$ cat src/rtl/ariane_axi_pkg.sv
// Local stand-in for the Ariane AXI4 request/response typedefs used by the IOMMU.
// Field layout follows the usual ariane_axi req_t/resp_t bundling.
package ariane_axi;

  localparam int unsigned IdWidth   = 4;
  localparam int unsigned AddrWidth = 64;
  localparam int unsigned DataWidth = 64;
  localparam int unsigned UserWidth = 1;

  typedef logic [IdWidth-1:0]     id_t;
  typedef logic [AddrWidth-1:0]   addr_t;
  typedef logic [DataWidth-1:0]   data_t;
  typedef logic [DataWidth/8-1:0] strb_t;
  typedef logic [UserWidth-1:0]   user_t;

  typedef struct packed {
    id_t         id;
    addr_t       addr;
    logic [7:0]  len;
    logic [2:0]  size;
    logic [1:0]  burst;
    logic        lock;
    logic [3:0]  cache;
    logic [2:0]  prot;
    logic [3:0]  qos;
    logic [3:0]  region;
    logic [5:0]  atop;
    user_t       user;
  } aw_chan_t;

  typedef struct packed {
    data_t data;
    strb_t strb;
    logic  last;
    user_t user;
  } w_chan_t;

  typedef struct packed {
    id_t        id;
    logic [1:0] resp;
    user_t      user;
  } b_chan_t;

  typedef struct packed {
    id_t         id;
    addr_t       addr;
    logic [7:0]  len;
    logic [2:0]  size;
    logic [1:0]  burst;
    logic        lock;
    logic [3:0]  cache;
    logic [2:0]  prot;
    logic [3:0]  qos;
    logic [3:0]  region;
    user_t       user;
  } ar_chan_t;

  typedef struct packed {
    id_t        id;
    data_t      data;
    logic [1:0] resp;
    logic       last;
    user_t      user;
  } r_chan_t;

  typedef struct packed {
    aw_chan_t aw;
    logic     aw_valid;
    w_chan_t  w;
    logic     w_valid;
    logic     b_ready;
    ar_chan_t ar;
    logic     ar_valid;
    logic     r_ready;
  } req_t;

  typedef struct packed {
    logic    aw_ready;
    logic    ar_ready;
    logic    w_ready;
    logic    b_valid;
    b_chan_t b;
    logic    r_valid;
    r_chan_t r;
  } resp_t;

endpackage

$ cat src/rtl/iommu_axi_arb_pkg.sv
// Shared state encodings and helpers for the IOMMU AXI master arbiter.
package iommu_axi_arb_pkg;

  typedef enum logic [1:0] {R_IDLE, R_AR, R_DATA} rd_state_e;
  typedef enum logic [1:0] {W_IDLE, W_AW, W_DATA, W_RESP} wr_state_e;

  function automatic int unsigned idx_width(input int unsigned n);
    return (n > 1) ? $clog2(n) : 1;
  endfunction

endpackage

$ cat src/rtl/iommu_axi_arb_picker.sv
// Combinational requester picker: round-robin from ptr, or fixed priority from
// index 0 when IOMMU_AXI_ARB_FIXED_PRIO_EN is defined (ptr port then absent).
module iommu_rr_picker #(
  parameter int unsigned NumReq = 3,
  parameter int unsigned IdxW   = 2
) (
  input  logic [NumReq-1:0] valid,
`ifndef IOMMU_AXI_ARB_FIXED_PRIO_EN
  input  logic [IdxW-1:0]   ptr,
`endif
  output logic [IdxW-1:0]   idx,
  output logic              any
);

  int cand;

  always_comb begin
    idx  = '0;
    any  = 1'b0;
    cand = 0;
    for (int k = 0; k < int'(NumReq); k++) begin
`ifdef IOMMU_AXI_ARB_FIXED_PRIO_EN
      cand = k;
`else
      // modulo wrap without a divider so non-power-of-2 counts stay legal
      cand = int'(ptr) + k;
      if (cand >= int'(NumReq)) cand = cand - int'(NumReq);
`endif
      for (int j = 0; j < int'(NumReq); j++) begin
        if (!any && (j == cand) && valid[j]) begin
          any = 1'b1;
          idx = IdxW'(j);
        end
      end
    end
  end

endmodule

$ cat src/rtl/iommu_axi_arb.sv
// Shares one AXI4 master port between NumReq IOMMU requesters, one locked grant per
// direction. Define IOMMU_AXI_ARB_FIXED_PRIO_EN for fixed priority instead of round-robin.
module iommu_axi_arb
  import iommu_axi_arb_pkg::*;
#(
  parameter int unsigned NumReq = 3
) (
  input  logic              clk_i,
  input  logic              rst_i,
  input  ariane_axi::req_t  slv_req_i  [NumReq],
  output ariane_axi::resp_t slv_resp_o [NumReq],
  output ariane_axi::req_t  mst_req_o,
  input  ariane_axi::resp_t mst_resp_i,
  output logic              rd_busy_o,
  output logic              wr_busy_o
);

  localparam int unsigned IdxW = idx_width(NumReq);

  rd_state_e         rd_state_q, rd_state_d;
  wr_state_e         wr_state_q, wr_state_d;
  logic [IdxW-1:0]   rd_gnt_q, rd_gnt_d;
  logic [IdxW-1:0]   wr_gnt_q, wr_gnt_d;
  logic [NumReq-1:0] ar_vld, aw_vld;
  logic [IdxW-1:0]   ar_idx, aw_idx;
  logic              ar_any, aw_any;
  logic              ar_hs, r_last_hs, aw_hs, w_last_hs, b_hs;

  always_comb begin
    for (int i = 0; i < int'(NumReq); i++) begin
      ar_vld[i] = slv_req_i[i].ar_valid;
      aw_vld[i] = slv_req_i[i].aw_valid;
    end
  end

`ifndef IOMMU_AXI_ARB_FIXED_PRIO_EN
  logic [IdxW-1:0] rr_rd_ptr, rr_wr_ptr;

  function automatic logic [IdxW-1:0] next_idx(input logic [IdxW-1:0] g);
    if (int'(g) >= int'(NumReq) - 1) return '0;
    return g + IdxW'(1);
  endfunction

  always_ff @(posedge clk_i) begin
    if (rst_i) begin
      rr_rd_ptr <= '0;
      rr_wr_ptr <= '0;
    end else begin
      if (r_last_hs) rr_rd_ptr <= next_idx(rd_gnt_q);
      if (b_hs)      rr_wr_ptr <= next_idx(wr_gnt_q);
    end
  end
`endif

  iommu_rr_picker #(.NumReq(NumReq), .IdxW(IdxW)) u_ar_pick (
    .valid (ar_vld),
`ifndef IOMMU_AXI_ARB_FIXED_PRIO_EN
    .ptr   (rr_rd_ptr),
`endif
    .idx   (ar_idx),
    .any   (ar_any)
  );

  iommu_rr_picker #(.NumReq(NumReq), .IdxW(IdxW)) u_aw_pick (
    .valid (aw_vld),
`ifndef IOMMU_AXI_ARB_FIXED_PRIO_EN
    .ptr   (rr_wr_ptr),
`endif
    .idx   (aw_idx),
    .any   (aw_any)
  );

  assign ar_hs     = (rd_state_q == R_AR) && slv_req_i[rd_gnt_q].ar_valid && mst_resp_i.ar_ready;
  assign r_last_hs = (rd_state_q == R_DATA) && mst_resp_i.r_valid &&
                     slv_req_i[rd_gnt_q].r_ready && mst_resp_i.r.last;
  assign aw_hs     = (wr_state_q == W_AW) && slv_req_i[wr_gnt_q].aw_valid && mst_resp_i.aw_ready;
  assign w_last_hs = (wr_state_q == W_DATA) && slv_req_i[wr_gnt_q].w_valid &&
                     mst_resp_i.w_ready && slv_req_i[wr_gnt_q].w.last;
  assign b_hs      = (wr_state_q == W_RESP) && mst_resp_i.b_valid && slv_req_i[wr_gnt_q].b_ready;

  always_comb begin
    rd_state_d = rd_state_q;
    rd_gnt_d   = rd_gnt_q;
    case (rd_state_q)
      R_IDLE: if (ar_any) begin
        rd_gnt_d   = ar_idx;
        rd_state_d = R_AR;
      end
      R_AR:    if (ar_hs)     rd_state_d = R_DATA;
      R_DATA:  if (r_last_hs) rd_state_d = R_IDLE;
      default: rd_state_d = R_IDLE;
    endcase
  end

  always_comb begin
    wr_state_d = wr_state_q;
    wr_gnt_d   = wr_gnt_q;
    case (wr_state_q)
      W_IDLE: if (aw_any) begin
        wr_gnt_d   = aw_idx;
        wr_state_d = W_AW;
      end
      W_AW:    if (aw_hs)     wr_state_d = W_DATA;
      W_DATA:  if (w_last_hs) wr_state_d = W_RESP;
      W_RESP:  if (b_hs)      wr_state_d = W_IDLE;
      default: wr_state_d = W_IDLE;
    endcase
  end

  always_ff @(posedge clk_i) begin
    if (rst_i) begin
      rd_state_q <= R_IDLE;
      wr_state_q <= W_IDLE;
      rd_gnt_q   <= '0;
      wr_gnt_q   <= '0;
    end else begin
      rd_state_q <= rd_state_d;
      wr_state_q <= wr_state_d;
      rd_gnt_q   <= rd_gnt_d;
      wr_gnt_q   <= wr_gnt_d;
    end
  end

  // payloads follow the locked grant; only handshake signals are gated by state
  always_comb begin
    mst_req_o          = '0;
    mst_req_o.ar       = slv_req_i[rd_gnt_q].ar;
    mst_req_o.aw       = slv_req_i[wr_gnt_q].aw;
    mst_req_o.w        = slv_req_i[wr_gnt_q].w;
    mst_req_o.ar_valid = (rd_state_q == R_AR)   && slv_req_i[rd_gnt_q].ar_valid;
    mst_req_o.r_ready  = (rd_state_q == R_DATA) && slv_req_i[rd_gnt_q].r_ready;
    mst_req_o.aw_valid = (wr_state_q == W_AW)   && slv_req_i[wr_gnt_q].aw_valid;
    mst_req_o.w_valid  = (wr_state_q == W_DATA) && slv_req_i[wr_gnt_q].w_valid;
    mst_req_o.b_ready  = (wr_state_q == W_RESP) && slv_req_i[wr_gnt_q].b_ready;
    for (int i = 0; i < int'(NumReq); i++) begin
      slv_resp_o[i]   = '0;
      slv_resp_o[i].r = mst_resp_i.r;
      slv_resp_o[i].b = mst_resp_i.b;
      if (IdxW'(i) == rd_gnt_q) begin
        slv_resp_o[i].ar_ready = (rd_state_q == R_AR)   && mst_resp_i.ar_ready;
        slv_resp_o[i].r_valid  = (rd_state_q == R_DATA) && mst_resp_i.r_valid;
      end
      if (IdxW'(i) == wr_gnt_q) begin
        slv_resp_o[i].aw_ready = (wr_state_q == W_AW)   && mst_resp_i.aw_ready;
        slv_resp_o[i].w_ready  = (wr_state_q == W_DATA) && mst_resp_i.w_ready;
        slv_resp_o[i].b_valid  = (wr_state_q == W_RESP) && mst_resp_i.b_valid;
      end
    end
  end

  assign rd_busy_o = (rd_state_q != R_IDLE);
  assign wr_busy_o = (wr_state_q != W_IDLE);

`ifndef SYNTHESIS
  logic [NumReq-1:0] ar_pend_q, aw_pend_q;

  always_ff @(posedge clk_i) begin
    for (int i = 0; i < int'(NumReq); i++) begin
      ar_pend_q[i] <= !rst_i && slv_req_i[i].ar_valid && !slv_resp_o[i].ar_ready;
      aw_pend_q[i] <= !rst_i && slv_req_i[i].aw_valid && !slv_resp_o[i].aw_ready;
      if (!rst_i && ar_pend_q[i])
        assert (slv_req_i[i].ar_valid) else $error("ar_valid dropped before handshake on port %0d", i);
      if (!rst_i && aw_pend_q[i])
        assert (slv_req_i[i].aw_valid) else $error("aw_valid dropped before handshake on port %0d", i);
    end
    if (!rst_i && mst_req_o.aw_valid)
      assert (mst_req_o.aw.atop == '0) else $error("atomic AW forwarded: atop=%0h", mst_req_o.aw.atop);
  end
`endif

endmodule

$ cat config.mk
export PLATFORM = sky130hd
export DESIGN_NAME = iommu_axi_arb
export DESIGN_NICKNAME = d
export VERILOG_FILES = /design/src/rtl/ariane_axi_pkg.sv /design/src/rtl/iommu_axi_arb_pkg.sv /design/src/rtl/iommu_axi_arb_picker.sv /design/src/rtl/iommu_axi_arb.sv
export SDC_FILE = /design/constraint.sdc
export NUM_CORES = 1
export LEC_CHECK = 0
export BUFFER_PORTS_ARGS = -buffer_cell sky130_fd_sc_hd__buf_2
export CAP_MARGIN = 5
export CELL_PAD_IN_SITES_DETAIL_PLACEMENT = 1
export CELL_PAD_IN_SITES_GLOBAL_PLACEMENT = 2
export CORE_AREA = 2 2 577 579
export CTS_CLUSTER_SIZE = 12
export DETAILED_ROUTE_END_ITERATION = 8
export DIE_AREA = 0 0 579 581
export PLACE_DENSITY = 0.37
export SLEW_MARGIN = 10
export SYNTH_ARGS = -nofsm -noshare
export SYNTH_HDL_FRONTEND = slang
export SYNTH_SLANG_ARGS = --single-unit
$ cat constraint.sdc
create_clock -name clk_i -period 1.4 [get_ports clk_i]
set_input_delay 0.07 -clock clk_i [delete_from_list [all_inputs] [get_ports clk_i]]
set_output_delay 0.07 -clock clk_i [all_outputs]
set_load 0.05 [all_outputs]
Word level (Yosys, flattened, before mapping)
Index checks and enable logic that the tools add are counted.

Bits in registers: 12. Latch bits: 0. Memory bits (writable): 0. ROM bits: 0. Memories kept: 0.

Add/sub/neg operators: 12. $mul: 0. Div/mod/pow operators: 0. Order comparisons: 10. Eq/ne operators: 28. Shift operators: 0. Multiplexer cells: 77. Bitwise gates (word level): 2. Reduce and logical (&&, ||, !) cells: 83.

Operator list (count): binary-select mux 281 bit (select 2 bit) (2); 2-to-1 mux 281 bit (2); 2-to-1 mux 100 bit (2); equality test 2 x 32 -> 1 bit, first input constant (6); equality test 3 x 32 -> 1 bit, first input constant (6); logical NOT 32 bit (6); 2-to-1 mux 32 bit (6); >= comparator 32 x 3 -> 1 bit, second input constant (4); subtractor 32 x 3 -> 32 bit, second input constant (4); 2-to-1 mux 2 bit (28); logical AND 1 bit (51); 2-to-1 mux 1 bit (35); logical NOT 1 bit (16); != test 2 bit, second input constant (7); >= comparator 2 bit, second input constant (4); logical NOT 2 bit (4); case mux 2 bit (4 select lines) (1); adder 2 x 1 -> 3 bit, second input constant (2); adder 2 x 2 -> 3 bit, second input constant (2); equality test 2 bit, second input constant (3); >= comparator 3 bit, second input constant (2); NOT 2 -> 3 bit (2); case mux 2 bit (3 select lines) (1); subtractor 2 x 2 -> 3 bit, second input constant (2); other kinds (8) (14).

Logic depth before layout (Yosys ltp)
Gate-level depths: netlist of run 1.

Depth in word-level cells: 39. Gate-level depth with buffers: 7. Depth with buffers taken out: 7.

Cells and area by module
From an unflattened synthesis of run 1, not the netlist that was laid out.

Cell total of the unflattened synthesis: 1307. Area, all modules: 8429.3 µm².

By module, submodules not included: iommu_axi_arb (times used 1, cells an instance 1277, area each 8244.2 µm², seq. area each 240.2 µm²); iommu_rr_picker (times used 2, cells an instance 15, area each 92.6 µm², seq. area each 0.0 µm²).

Least setup slack after synthesis of run 1
Ideal clock, no wire load.

Kind: register to output. From: register rd_gnt_q[0]. To: output port slv_resp_o[82] (netlist name). Arrival time: 2463 ps. Setup slack: -1133 ps. Stages on the path, launching flop included: 5. Cells stage by stage: dfxtp_1 -> buf_4 -> buf_2 -> buf_2 -> nor4b_1.

RTL lines: from (decl) (line iommu_axi_arb.sv:22) `logic [IdxW-1:0] rd_gnt_q, rd_gnt_d;`; from (signal assigned) (line iommu_axi_arb.sv:119) `rd_gnt_q <= rd_gnt_d;`; to (decl) (line iommu_axi_arb.sv:11) `output ariane_axi::resp_t slv_resp_o [NumReq],`.

==> impl_metrics.ini, run 1 <==
[run_status]
status = finished with violations
violations = setup timing

[worst_setup_path]
max_stage_delay_ps = 460
endpoint_kind = output port
required_ps = 1330
cp-start-kind = flip-flop
critPathSlowestCell = dfxtp_4
cp_data_arrival_time_ps = 1790
critPathMaxFanout = 7
criticalPathCategory = flip-flop to output port
crit_path_cell_trace = buf_12, buf_16, buf_8, mux2i_2, o21ai_4, buf_12
path_common_cell = buf_12

[clocking]
clock-root-buffer = clkbuf_16
insertion_delay_ps = 270
cts_buffers = 3
cts_tree = done
clk_path_buf_depth = 2
cts_htree_levels = 1
clk_pin_slew_worst_paths_ps = 50
cts.sinks = 12

[synthesis]
synth-edff-count = 0
synth.area.top_cells = mux2i_1 (34%), buf_4 (21%), o21ai_0 (17%)
synthArstFlopShare_pct = 0
ys.flop_type = dfxtp_1
synth_cell_types = 37
synth_area_per_cell_um2 = 6.47
synth.yosys.seq_area_share_pct = 2.84
syn_nets = 2244
yosys.cell_count.top_type = nand2_1
ys_seq_elements = 12
yosysTopAreaCellShare_pct = 33.7
syn_inst = 1307
synth_top_area_cell = mux2i_1
synthesis.area_um2 = 8450
synth_common_cells = nand2_1 (295), mux2i_1 (285), o21ai_0 (283), buf_4 (239), buf_2 (49)
yosys_warnings = 0

[detailed_routing]
drcViolationCount = 0
finalWirelength_um = 159000
routedWlPerCell_um = 23.3
drt_first_iter_violations = 334
via_per_inst = 2.21
postRouteAntennaNets = 0
num_vias = 15100
firstDrtPassIters = 4

[grt]
gr-total-overflow = 0
grt_usage_pct = 8.74
grt_pass1_wl_um = 186000
grt_max_degree = 35
antenna_found_initial = 193
grt_pass1_vias = 15900

[die]
die_area_um2 = 336000
io_pins = 1464
die-width_um = 579
initial_utilization_pct = 2.56
fp.coreArea_um2 = 330000
rows = 211
die_h_um = 581

[sta]
final_max_slew_viol_count = 0
tns_ps = -108140
setup_ws_ps = -457
setup_violations = 308
grt_setup_unrepaired = true
fin_skew_ps = 1.78
max_freq_mhz = 539
tightest_slew_ps = 414
period_share_pct = 133
max_slew_margin_pct = 72.3
hold_viol = 0
period_needed_ps = 1860

[power_and_ir_drop]
p_int_uw = 10000
p_leak_uw = 0.0104
power_frac_clock_pct = 2.9
p_per_area_nw_per_um2 = 769
swShare_pct = 54.6
p_switching_uw = 12000
pwr-share-comb_pct = 95.0
pwr-share-seq_pct = 2.1
irDropWorstVdd_uv = 330

[finish]
seq_area_um2 = 256
fill_cells = 39200
nets = 3346
drive_gt1_share_pct = 82.5
fin_cells = 6823
multi_input_area_um2 = 10300
finish.utilization_pct = 8.69
area.growth.synth_to_final_pct = 239
design_area_um2 = 28700

[placement]
place_area_um2 = 23300
place.gp.congestion = 0.793
port_buffers = 1151
post-dp-hpwl_um = 142000
dp_cells = 6683

[worst_hold_path]
min_path_type = input port to output port

[run]
cap_violations = 0
[through the flow]
| step | power, µW | worst slack, ps | hold slack, ps |
|---|---|---|---|
| 3_5_place_dp | 17500 | -354 | 141 |
| 6_report | 22000 | -457 | 140 |
| 2_1_floorplan | 11900 | -779 | 142 |
| 5_1_grt | 23000 | -536 | 140 |
| 3_3_place_gp | 17500 | -368 | 141 |
| 4_1_cts | 20600 | -558 | 141 |
[path summary, 6_finish.rpt]
path | start | end | slack, ps | cells past startpoint
min | mst_resp_i[70] | slv_resp_o[154] | 140 | 0
max reg2reg | rd_gnt_q[0] | rr_rd_ptr[0] | -340 | 8
min reg2reg | rr_wr_ptr[0] | rr_wr_ptr[0] | 500 | 2
max | wr_gnt_q[0] | mst_req_o[120] | -460 | 6
[area by class of cell]
type	count	area share [%]
Sequential cell	12	0.895
Timing Repair Buffer	1433	43.0
Clock buffer	3	0.262
Multi-Input combinational cell	947	36.1
Antenna cell	50	0.437
Tap cell	4366	19.1
Inverter	12	0.170
[flip-flops by register name, indices dropped and copies added, names as in the netlist]
name	flops
rr_rd_ptr	2
rr_wr_ptr	2
wr_gnt_q	2
rd_state_q	2
rd_gnt_q	2
wr_state_q	2
[worst max-delay path: cells and delay by family (launching register included)]
family / cells / cell delay (ps)
buffers and inverters: 4 / 620
flip-flops: 1 / 460
multiplexers: 1 / 270
AO/OA/AOI/OAI: 1 / 140
[timing repair]
action	4_1_cts	5_1_grt
buffers inserted	39	30
resized for setup	433	578
endpoints found under the hold margin	0	0
setup endpoints to repair	308	309
hold buffers	0	0
cloned	14	21
pin swaps	12	40
[layout by cell type (no fill, tap or decap), types with 59 or more instances in the layout]
master and count:
mux2i_4 83, mux2i_1 138, buf_2 877, nand2_1 200, mux2i_2 64, o21ai_2 77, buf_6 159, buf_4 133
buf_12 161, o21ai_4 189, buf_8 59
[power groups by stage]
stage	clock network, µW	logic (µW)	registers [µW]
floorplan	0	11500	421
global placement	0	17100	473
detailed placement	0	17000	472
CTS	689	19400	465
global route	684	21800	472
finish	631	20900	461
[logic make-up (layout without fill, tap and decap cells)]
logic type / count (synthesis) / after routing / synth area share, %
flip-flops: 12 / 12 / 2.84
adder cells (fa/ha/maj): 8 / 8 / 1.18
AO/OA/AOI/OAI: 303 / 303 / 18.6
AND/OR/NAND/NOR: 350 / 350 / 16.7
other: 0 / 50 / 0
buffers and inverters: 348 / 1448 / 26.9
multiplexers: 286 / 286 / 33.9
[routing by layer]
layer / wire, µm / vias up / global-route usage [%]
met5: 683 / - / 0.201
met4: 6080 / 100 / 2.71
met3: 23900 / 425 / 5.63
met2: 80900 / 1308 / 16.1
met1: 47300 / 6722 / 7.63
li1: - / 6547 / -
Power figures use the tool's default switching activity.
==> inputs of run 2 (changes only) <==
--- a/config.mk
+++ b/config.mk
@@ -7,5 +7,4 @@
 export LEC_CHECK = 0
 export BUFFER_PORTS_ARGS = -buffer_cell sky130_fd_sc_hd__buf_2
-export CAP_MARGIN = 5
 export CELL_PAD_IN_SITES_DETAIL_PLACEMENT = 1
 export CELL_PAD_IN_SITES_GLOBAL_PLACEMENT = 2
==> constraint.sdc (replaced) <==
create_clock -name clk_i -period 1.4 [get_ports clk_i]
set_input_delay 0 -clock clk_i [delete_from_list [all_inputs] [get_ports clk_i]]
set_output_delay 0 -clock clk_i [all_outputs]
set_load 0.05 [all_outputs]
==> run 2 against run 1 <==
Against the previous run:
- the run still ends with setup timing left
- combinational power about the same
- total power down 0.49%
- count of clock-buffer cells in the layout unchanged
- non-clock buffer count up 25
- maximum frequency up 2.6%
- critical path depth down 1
- global-route usage down 0.49 points
- largest cell class unchanged
- largest power group unchanged
- highest routed layer unchanged
==> impl_metrics.ini, run 2 (synthesis results as in run 1) <==
[run_status]
status = finished with violations
violations = setup timing

[finish]
nets = 3371
area.growth.synth_to_final_pct = 246
mostFrequentLayoutCell = buf_2
drive_gt1_share_pct = 86.5
design_area_um2 = 29200
fin_cells = 6871
final_cell_mix = buf_2 (857), buf_6 (195), o21ai_4 (180), mux2i_1 (153), buf_4 (149)

[grt]
antenna_found_initial = 140
gr-total-overflow = 0
use_met1_pct = 7.00
grt_max_degree = 34
grt_pass1_vias = 15900
busiest_layer = met2
use_met2_pct = 15.4
grt_pass1_wl_um = 177000
use_met3_pct = 5.16
grt_usage_pct = 8.24

[worst_hold_path]
hold_depth = 0
min_path_type = input port to output port

[sta]
setup_ws_ps = -409
tightest_slew_ps = 480
fin_hold_ws_ps = 0.0118
max_slew_margin_pct = 68.0
period_share_pct = 129
final_max_slew_viol_count = 0
hold_viol = 0
max_freq_mhz = 553
fin_skew_ps = 1.03
period_needed_ps = 1810
grt_setup_unrepaired = true
setup_violations = 304

[power_and_ir_drop]
pwr-share-comb_pct = 95.1
power_frac_clock_pct = 2.8
p_switching_uw = 12100
p_int_uw = 9870
p_per_area_nw_per_um2 = 750
irDropWorstVdd_uv = 301
swShare_pct = 55.0
pwr-share-seq_pct = 2.1
p_leak_uw = 0.0108

[die]
die_h_um = 581
initial_utilization_pct = 2.56
die_area_um2 = 336000
die-width_um = 579
fp.coreArea_um2 = 330000
io_pins = 1464
rows = 211

[detailed_routing]
via_per_inst = 2.18
firstDrtPassIters = 4
drcViolationCount = 0
num_vias = 15000
finalWirelength_um = 152000
postRouteAntennaNets = 0
drt_first_iter_violations = 372
routedWlPerCell_um = 22.2

[clocking]
clk_path_buf_depth = 2
cts_tree = done
clk_pin_slew_worst_paths_ps = 50
insertion_delay_ps = 270
cts_htree_levels = 1
cts_buffers = 3
clock-root-buffer = clkbuf_16
cts_hold_buf = 0
cts.sinks = 12

[worst_setup_path]
crit_path_cell_trace = buf_12, buf_12, mux2i_4, o21ai_4, buf_12
cp_top_family = buffers and inverters
path_common_cell = buf_12
rr_worst_depth = 7
rrSetupSlack_ps = -230
criticalPathCategory = flip-flop to output port
cp-startpoint = wr_gnt_q[0]
max_stage_delay_ps = 380
timing.rr.start = wr_gnt_q[0]
cp_num_cells = 5
cp-endpoint = mst_req_o[254]
critPathSlowestCell = dfxtp_4
required_ps = 1400
crit_buf_inv = 3
r2r-end = wr_state_q[1]
cp-start-kind = flip-flop
critPathMaxFanout = 17
cp_data_arrival_time_ps = 1810
endpoint_kind = output port

[placement]
post-dp-hpwl_um = 135000
place.gp.congestion = 0.867
place_area_um2 = 23100
pre_cts_slack_ps = -265
port_buffers = 1151
dp_cells = 6702

[run]
cap_violations = 0
-- run 2: cell types whose count changed in the layout (fill, tap and decap cells not counted), sizes merged --
cell    before   now
diode       50    73
clkbuf      29    24
buf       1406  1436
-- run 2: final cells by class --
cell class,instances,area [µm²]
Fill cell,39200,301000
Timing Repair Buffer,1458,12600
Multi-Input combinational cell,947,10600
Tap cell,4366,5460
Sequential cell,12,264
Antenna cell,73,183
Clock buffer,3,75.1
Inverter,12,51.3
-- run 2: per-stage QoR --
stage | util (%) | TNS [ps] | total power (µW)
6_report | 8.86 | -83660 | 21900
5_1_grt | 8.82 | -106910 | 22900
4_1_cts | 7.58 | -101130 | 19600
3_5_place_dp | 6.99 | -24420 | 17200
3_3_place_gp | 6.99 | -22000 | 17200
2_1_floorplan | - | -25730 | 11800
-- run 2: worst min path at each step --
stage / startpoint / endpoint / slack, ps
6_report: mst_resp_i[49] / slv_resp_o[133] / 0.01
4_1_cts: mst_resp_i[29] / slv_resp_o[197] / 0.7
5_1_grt: mst_resp_i[19] / slv_resp_o[103] / 0.2
3_5_place_dp: mst_resp_i[29] / slv_resp_o[197] / 0.7
2_1_floorplan: rst_i / rr_wr_ptr[1] / 70
3_3_place_gp: mst_resp_i[29] / slv_resp_o[197] / 0.7
-- run 2: what timing repair did --
action	CTS	global route
pin swaps	3	93
buffers inserted	22	53
gates resized for setup	377	913
gates cloned	9	21
setup endpoints to repair	308	308
-- run 2: metal layers --
layer / vias to the layer above / wire length [µm]
met2: 1207 / 79600
li1: 6606 / -
met5: - / 434
met3: 268 / 21400
met4: 68 / 5100
met1: 6852 / 45700
-- run 2: power groups by stage --
| stage | Combinational (µW) | Clock, µW | Sequential [µW] |
|---|---|---|---|
| 2_1_floorplan | 11400 | 0 | 421 |
| 3_3_place_gp | 16800 | 0 | 452 |
| 3_5_place_dp | 16800 | 0 | 453 |
| 4_1_cts | 18500 | 669 | 445 |
| 5_1_grt | 21700 | 665 | 470 |
| 6_report | 20800 | 611 | 462 |
